File: config.mk
export PLATFORM = sky130hd
export DESIGN_NAME = pipeline_front_regs
export DESIGN_NICKNAME = d
export VERILOG_FILES = /design/src/rtl/pipeline_front_regs.sv
export SDC_FILE = /design/constraint.sdc
export NUM_CORES = 1
export LEC_CHECK = 0
export BUFFER_PORTS_ARGS = -buffer_cell sky130_fd_sc_hd__buf_2
export CORE_AREA = 2 2 162 164
export CTS_CLUSTER_DIAMETER = 30
export CTS_CLUSTER_SIZE = 24
export DETAILED_ROUTE_END_ITERATION = 10
export DIE_AREA = 0 0 164 166
export PLACE_DENSITY_LB_ADDON = 0.05
export SYNTH_ARGS = -nofsm -noshare
export SYNTH_HDL_FRONTEND = slang
export SYNTH_SLANG_ARGS = --single-unit
File: constraint.sdc
create_clock -name clk -period 7.5 [get_ports clk]
set_input_delay 0.75 -clock clk [delete_from_list [all_inputs] [get_ports clk]]
set_output_delay 0.75 -clock clk [all_outputs]
set_load 0.01 [all_outputs]
File: src/rtl/pipeline_front_regs.sv
// rtl/pipeline_front_regs.sv - PC, IF/ID and ID/EX registers with stall, bubble, flush and deadlock watch
module pipeline_front_regs #(
  parameter logic [31:0] RESET_PC  = 32'h00000000,
  parameter logic [31:0] NOP_INSTR = 32'h00000000,
  parameter int          CTRL_W    = 9,
  parameter int          CNT_W     = 16,
  parameter int          MAX_STALL = 4
) (
  input  logic              clk,
  input  logic              rst,
  input  logic              holdPC,
  input  logic              holdIF_ID,
  input  logic              muxSelector,
  input  logic              branch_taken,
  input  logic [31:0]       branch_target,
  input  logic [31:0]       if_instr,
  input  logic [CTRL_W-1:0] id_ctrl,
  input  logic [31:0]       id_rs_data,
  input  logic [31:0]       id_rt_data,
  input  logic [31:0]       id_imm,
  input  logic [4:0]        id_rs,
  input  logic [4:0]        id_rt,
  input  logic [4:0]        id_rd,
  output logic [31:0]       pc,
  output logic [31:0]       if_id_instr,
  output logic [31:0]       if_id_pc4,
  output logic [CTRL_W-1:0] id_ex_ctrl,
  output logic [31:0]       id_ex_rs_data,
  output logic [31:0]       id_ex_rt_data,
  output logic [31:0]       id_ex_imm,
  output logic [4:0]        id_ex_rs,
  output logic [4:0]        id_ex_rt,
  output logic [4:0]        id_ex_rd,
  output logic [CNT_W-1:0]  stall_count,
  output logic              stall_timeout
);

  localparam int            CONS_W = $clog2(MAX_STALL + 1);
  localparam logic [CONS_W-1:0] CONS_MAX = CONS_W'(MAX_STALL);

  logic [31:0]       pc_plus4;
  logic [CONS_W-1:0] consec;
  logic [CONS_W-1:0] consec_next;

  assign pc_plus4 = pc + 32'd4;

  // Consecutive-hold counter saturates so a long deadlock cannot wrap it back to zero.
  always_comb begin
    consec_next = '0;
    if (holdPC) begin
      consec_next = (consec == CONS_MAX) ? consec : consec + 1'b1;
    end
  end

  always_ff @(posedge clk or posedge rst) begin
    if (rst) begin
      pc          <= RESET_PC;
      if_id_instr <= NOP_INSTR;
      if_id_pc4   <= '0;
    end else if (branch_taken) begin
      pc          <= branch_target;
      if_id_instr <= NOP_INSTR;
      if_id_pc4   <= '0;
    end else begin
      if (!holdPC) begin
        pc <= pc_plus4;
      end
      if (!holdIF_ID) begin
        if_id_instr <= if_instr;
        if_id_pc4   <= pc_plus4;
      end
    end
  end

  // Data fields load unconditionally; only the control bundle is squashed into a bubble.
  always_ff @(posedge clk or posedge rst) begin
    if (rst) begin
      id_ex_ctrl    <= '0;
      id_ex_rs_data <= '0;
      id_ex_rt_data <= '0;
      id_ex_imm     <= '0;
      id_ex_rs      <= '0;
      id_ex_rt      <= '0;
      id_ex_rd      <= '0;
    end else begin
      id_ex_ctrl    <= (branch_taken || muxSelector) ? '0 : id_ctrl;
      id_ex_rs_data <= id_rs_data;
      id_ex_rt_data <= id_rt_data;
      id_ex_imm     <= id_imm;
      id_ex_rs      <= id_rs;
      id_ex_rt      <= id_rt;
      id_ex_rd      <= id_rd;
    end
  end

  always_ff @(posedge clk or posedge rst) begin
    if (rst) begin
      stall_count   <= '0;
      consec        <= '0;
      stall_timeout <= 1'b0;
    end else begin
      consec <= consec_next;
      if (holdPC && (stall_count != {CNT_W{1'b1}})) begin
        stall_count <= stall_count + 1'b1;
      end
      if (holdPC && (consec_next == CONS_MAX)) begin
        stall_timeout <= 1'b1;
      end
    end
  end

endmodule
## Word level (Yosys, flattened, before mapping)

Index checks and enable logic that the tools add are counted.

| cells by class | value |
|---|---|
| add/sub/neg operators | 3 |
| multipliers | 0 |
| div/mod/pow operators | 0 |
| order comparisons | 0 |
| eq/ne operators | 5 |
| shifts and indexed selects | 0 |
| mux-type cells | 9 |
| bitwise gates (word level) | 0 |
| reduce and logical (&&, ||, !) cells | 3 |

Operators with widths:

| cell | number |
|---|---|
| 32-bit two-way mux | 6 |
| 32-bit by 3-bit adder with 32-bit output (second input constant) | 1 |
| 16-bit by 1-bit adder with 16-bit output (second input constant) | 1 |
| 16-bit != test (second input constant) | 1 |
| 9-bit two-way mux | 1 |
| 3-bit equality test (second input constant) | 2 |
| 3-bit two-way mux | 2 |
| 2-bit by 1-bit != test with 1-bit output (second input constant) | 2 |
| 3-bit by 1-bit adder with 3-bit output (second input constant) | 1 |
| 1-bit logical AND | 2 |
| 1-bit logical OR | 1 |

| word-level totals | value |
|---|---|
| flip-flop bits (word level) | 236 |
| bits in latches | 0 |
| bits in writable memories | 0 |
| bits in read-only memories | 0 |
| input bits | 190 |
| output and inout port bits | 233 |
| word-level logic and storage cells | 33 |
| memories kept | 0 |

## Logic depth before layout (Yosys ltp)

| logic depth | value |
|---|---|
| depth in word-level cells | 5 |
| gate-level depth with buffers | 7 |
| gate-level depth less buffers | 6 |

## Worst setup path before layout

OpenSTA, ideal clock, no wires.

| timing | value |
|---|---|
| path kind | in2reg |
| from | input holdPC |
| to | register pc[31] |
| library setup time | 82 ps |
| arrival | 2,136 ps |
| required time | 7,418 ps |
| path slack | 5,282 ps |
| stages on the path | 5 |
| buffers on the path | 1 |
| cell sequence | clkbuf_1 > nand3b_1 > nor4_1 > or4b_2 > a31oi_1 |

| between the ends | value |
|---|---|
| word-level cells in the longest chain between the ends | 1 |

RTL lines:

| what | RTL line | source |
|---|---|---|
| start, declared | 11 | `input logic holdPC,` |
| 2-bit by 1-bit != test with 1-bit output (no line) | -- |  |
| end signal, assigned | 61 | `pc <= branch_target;` |
| end signal, assigned | 66 | `pc <= pc_plus4;` |
| end, declared | 24 | `output logic [31:0] pc,` |

Every way passes these cells.
A chain may end at the register's enable or synchronous reset.

## Worst setup path in the final report

| timing | value |
|---|---|
| from | register pc[2] |
| to | register pc[24] |

| between the ends | value |
|---|---|
| word-level cells in the longest chain between the ends | 3 |

RTL lines:

| what | RTL line | source |
|---|---|---|
| 32-bit by 3-bit adder with 32-bit output | 45 | `assign pc_plus4 = pc + 32'd4;` |
| 32-bit two-way mux | 65 | `if (!holdPC) begin` |
| 32-bit two-way mux | 60 | `end else if (branch_taken) begin` |

Every way passes these cells. The select of a mux whose other input is x is not followed.

==> key figures <==
Placed design
  – Number of I/O port buffers: 422
  – Final HPWL DP: 21200 um
  – Placer congestion estimate: 0.845

Synthesis
  – Count of different cell masters after synthesis: 47
  – Cell types occupying the most area after synthesis: sky130_fd_sc_hd__dfrtp_1, sky130_fd_sc_hd__mux2i_1, sky130_fd_sc_hd__nor2_1
  – Synth top cells by count: sky130_fd_sc_hd__dfrtp_1, sky130_fd_sc_hd__nor2_1, sky130_fd_sc_hd__nand2_1
  – Mapped cell area: 0.00889 sq mm
  – Number of enable-type register cells in the synthesized netlist: 0
  – Mapped Nets: 910
  – Seq/Total Area, Yosys: 66.5%
  – Post-synthesis simple-gate area fraction: 14.3%
  – Adder-Cell Fraction of Synth Area: 0.563%
  – Cell count after synthesis: 716
  – Combinational family with the most area after synthesis: simple AND/OR/NAND/NOR gates
  – Area fraction of the dominant cell type after synthesis: 66.5%
  – Share of synthesized area spent on multiplexers: 4.43%
  – Biggest area consumer among synthesized cells: sky130_fd_sc_hd__dfrtp_1
  – Fraction of synthesis flops using an asynchronous set or reset pin: 100%
  – Count leader, synth: sky130_fd_sc_hd__dfrtp_1
  – Share of the synthesized netlist area taken by xor and xnor gates: 3.94%
  – Warning count from the yosys run: 0
  – Flip-flop and latch count after synthesis: 236
  – Average footprint of a synthesized cell: 12.4 sq um
  – Top_reg_cell synth: sky130_fd_sc_hd__dfrtp_1
  – Compound-Gate Fraction of Synth Area: 7.83%

Global route
  – Pin count of the biggest net entering global routing: 123
  – Number of global-route vias before repair: 7579
  – First-pass GRT wire length: 45200 um
  – Antenna violations before repair: 2
  – Total Routing Usage GR: 21.7%
  – Grt total ovfl: 0

Pwr
  – Leakage power total: 0.00655 uW
  – Largest vdd supply drop: 0.224 mV
  – P per Cell Area: 325 mW/mm^2

Min path
  – Hold crit path type: in -> reg
  – Cell count of the worst hold path: 1
  – Worst min-delay path endpoint: id_ex_rs_data[18]
  – Hold wc startpoint: id_rs_data[18]

Worst setup path
  – Buf/Inv on CP: 0
  – Critical Path AT: 3.26 ns
  – Launching element of the worst setup path: pc[2]
  – Launch point of the worst reg-to-reg path: pc[2]
  – Worst-case register-to-register setup slack: 4.70 ns
  – Top Family by Delay on Critical Path: simple AND/OR/NAND/NOR gates
  – Critical Path Source Type: flop
  – Worst-path maximum fanout: 19
  – Slowest cell on crit path: sky130_fd_sc_hd__or4b_2
  – Endpoint of the worst-slack reg-to-reg timing path: pc[24]
  – Type of the worst setup path: reg -> reg
  – Stage delay of the slowest cell on the critical path: 0.85 ns
  – Critical Path RT: 7.96 ns
  – Critical path endpoint category: flop
  – Critical path, cell by cell: ha_1 -> and3_1 -> nand4_1 -> or4b_2 -> a31oi_1
  – Worst reg-to-reg path cell count: 5

Floorplanning
  – Height of the die: 166 um
  – Die area: 0.0272 sq mm
  – Width of the die: 164 um
  – Io pins: 423
  – Area of the core: 0.0256 sq mm
  – Number of placement rows: 59
  – Initial core utilization: 34.7%

Clocking
  – Clk slew on worst S/H paths: 0.05 ns
  – Hold-fix buffer count after cts: 0
  – Number of sinks driven by the clock tree: 236
  – Cts repair resizes: 0
  – Cell at the root of the clock tree: sky130_fd_sc_hd__clkbuf_16
  – H-tree depth: 2
  – Clock latency at the later pin of the worst-skew pair: 0.55 ns
  – Clock tree from TritonCTS: built
  – Maximum clock path buffer count: 3
  – Post-CTS Setup Inserts: 0
  – Total CTS buffers: 57

Timing
  – Final Hold Vio Count: 0
  – RSZ-0062 raised after global routing: no
  – Final setup TNS: 0 ns
  – Crit share post-route: 37.4%
  – Worst setup skew after layout: 0.0157 ns
  – Worst-case headroom to the max-slew limit: 31.9%
  – Worst-margin pin slew: 1.02 ns
  – Fmax achieved: 357 MHz
  – Fin. max-slew vios: 0
  – Period minus WS final: 2.80 ns
  – Total setup violations reported at the end of the flow: 0

Final layout
  – Net total in the final layout: 1349
  – Area growth from synthesis to layout: 49.2%
  – Fraction of final layout cells with drive strength greater than 1: 45.3%
  – Fill cell instance count of the final layout: 2360
  – Number of diodes added for antenna fixing: 0
  – End-of-flow core utilization: 51.8%

Drt
  – Vias per std cell: 4.78
  – DRC violation count after routing: 0
  – First-pass iteration count of the detailed router: 5
  – Wire length reported by the detailed router: 29800 um
  – Number of antenna-violating nets in the routed design: 0
  – Detailed Route Iter0 Violations: 430
  – Count of vias placed by the detailed router: 7364
  – Detail-routed net length per standard cell: 19.4 um

Run status
  – Run status: complete, no violations

Run
  – Max-capacitance violation count: 0
-- through the flow --
| stage | total power [uW] | area (sq um) | setup WS, ns | hold WS, ns | instances |
|---|---|---|---|---|---|
| 6_report | 4310 | 13300 | 4.70 | 0.286 | 1539 |
| 4_1_cts | 4370 | 13300 | 4.70 | 0.256 | 1539 |
| 2_1_floorplan | 1660 | 8890 | 0.275 | 0.463 | 716 |
| 3_5_place_dp | 1880 | 11300 | 4.73 | 0.484 | 1431 |
| 3_3_place_gp | 1880 | 11300 | 4.77 | 0.480 | 1431 |
| 5_1_grt | 4490 | 13300 | 4.48 | 0.255 | 1539 |
-- layout by cell type (no fill, tap or decap), types with 3 or more instances in the layout --
cell,netlist,layout
sky130_fd_sc_hd__xnor2_1,28,28
sky130_fd_sc_hd__o31ai_1,12,12
sky130_fd_sc_hd__mux2_2,3,3
sky130_fd_sc_hd__o21ai_0,28,28
sky130_fd_sc_hd__o41ai_1,4,4
sky130_fd_sc_hd__nor2_1,78,78
sky130_fd_sc_hd__clkinv_2,0,9
sky130_fd_sc_hd__a311oi_1,12,12
sky130_fd_sc_hd__clkbuf_8,0,9
sky130_fd_sc_hd__clkbuf_16,0,57
sky130_fd_sc_hd__a21oi_1,5,5
sky130_fd_sc_hd__nand3_1,17,17
sky130_fd_sc_hd__and4_1,10,10
sky130_fd_sc_hd__inv_6,0,7
sky130_fd_sc_hd__ha_1,4,4
sky130_fd_sc_hd__or4_1,20,20
sky130_fd_sc_hd__nor4_1,6,6
sky130_fd_sc_hd__buf_4,0,6
sky130_fd_sc_hd__buf_2,7,421
sky130_fd_sc_hd__and2_1,14,14
sky130_fd_sc_hd__clkinvlp_4,0,16
sky130_fd_sc_hd__a211oi_1,10,10
sky130_fd_sc_hd__inv_1,9,8
sky130_fd_sc_hd__and3_1,9,9
sky130_fd_sc_hd__dfrtp_1,236,236
sky130_fd_sc_hd__or4b_2,3,3
sky130_fd_sc_hd__nand4_1,17,17
sky130_fd_sc_hd__nand2_1,40,40
sky130_fd_sc_hd__mux2i_1,36,36
sky130_fd_sc_hd__a31oi_1,13,13
sky130_fd_sc_hd__bufinv_16,0,5
sky130_fd_sc_hd__xor2_1,12,12
sky130_fd_sc_hd__nor3_1,4,4
sky130_fd_sc_hd__or3_1,11,11
sky130_fd_sc_hd__o211ai_1,8,8
-- state kept, by name (all words and copies together), names as in the netlist --
name	flops
consec	3
id_ex_ctrl	9
id_ex_imm	32
id_ex_rd	5
id_ex_rs	5
id_ex_rs_data	32
id_ex_rt	5
id_ex_rt_data	32
if_id_instr	32
if_id_pc4	32
pc	32
stall_count	16
stall_timeout	1
-- cells by family after synthesis --
family                   after synthesis
AO/OA/AOI/OAI                        101
adder cells (fa/ha/maj)                4
XOR/XNOR                              40
flip-flops                           236
buffers and inverters                 56
AND/OR/NAND/NOR                      240
multiplexers                          39
-- layout make-up --
class | count | area, sq um | share of cell area [%]
clock buffers | 68 | 1560 | 11.8
clock inverters | 40 | 418 | 3.15
inverters | 9 | 41.3 | 0.311
multi-input cells | 424 | 2760 | 20.8
flip-flops and latches | 236 | 5910 | 44.5
well taps | 335 | 419 | 3.16
repair buffers | 427 | 2150 | 16.2
-- power by group --
| group | internal [uW] | switching [uW] | leakage, uW |
|---|---|---|---|
| registers | 1370 | 89.1 | 0.00290 |
| logic | 170 | 221 | 0.00272 |
| clock network | 1660 | 800 | 0.000927 |
| total | 3200 | 1110 | 0.00655 |
-- per-layer routing --
layer	vias to the layer above	GRT usage, %	wire length [um]
met2	303	36.3	14800
li1	3452	-	-
met1	3557	27.1	12200
met4	4	6.52	554
met3	48	6.62	2320
met5	-	0	25
-- how the worst max path moves through the flow --
stage                     slack, ns  depth (start not counted)         to
after global routing           4.48                          5     pc[24]
after floorplan                0.28                          1  consec[0]
after global placement         4.77                          5     pc[30]
after CTS                      4.70                          5     pc[24]
after detailed placement       4.73                          5     pc[24]
final                          4.70                          5     pc[24]
Note: power is estimated with default switching activity, not from simulation.
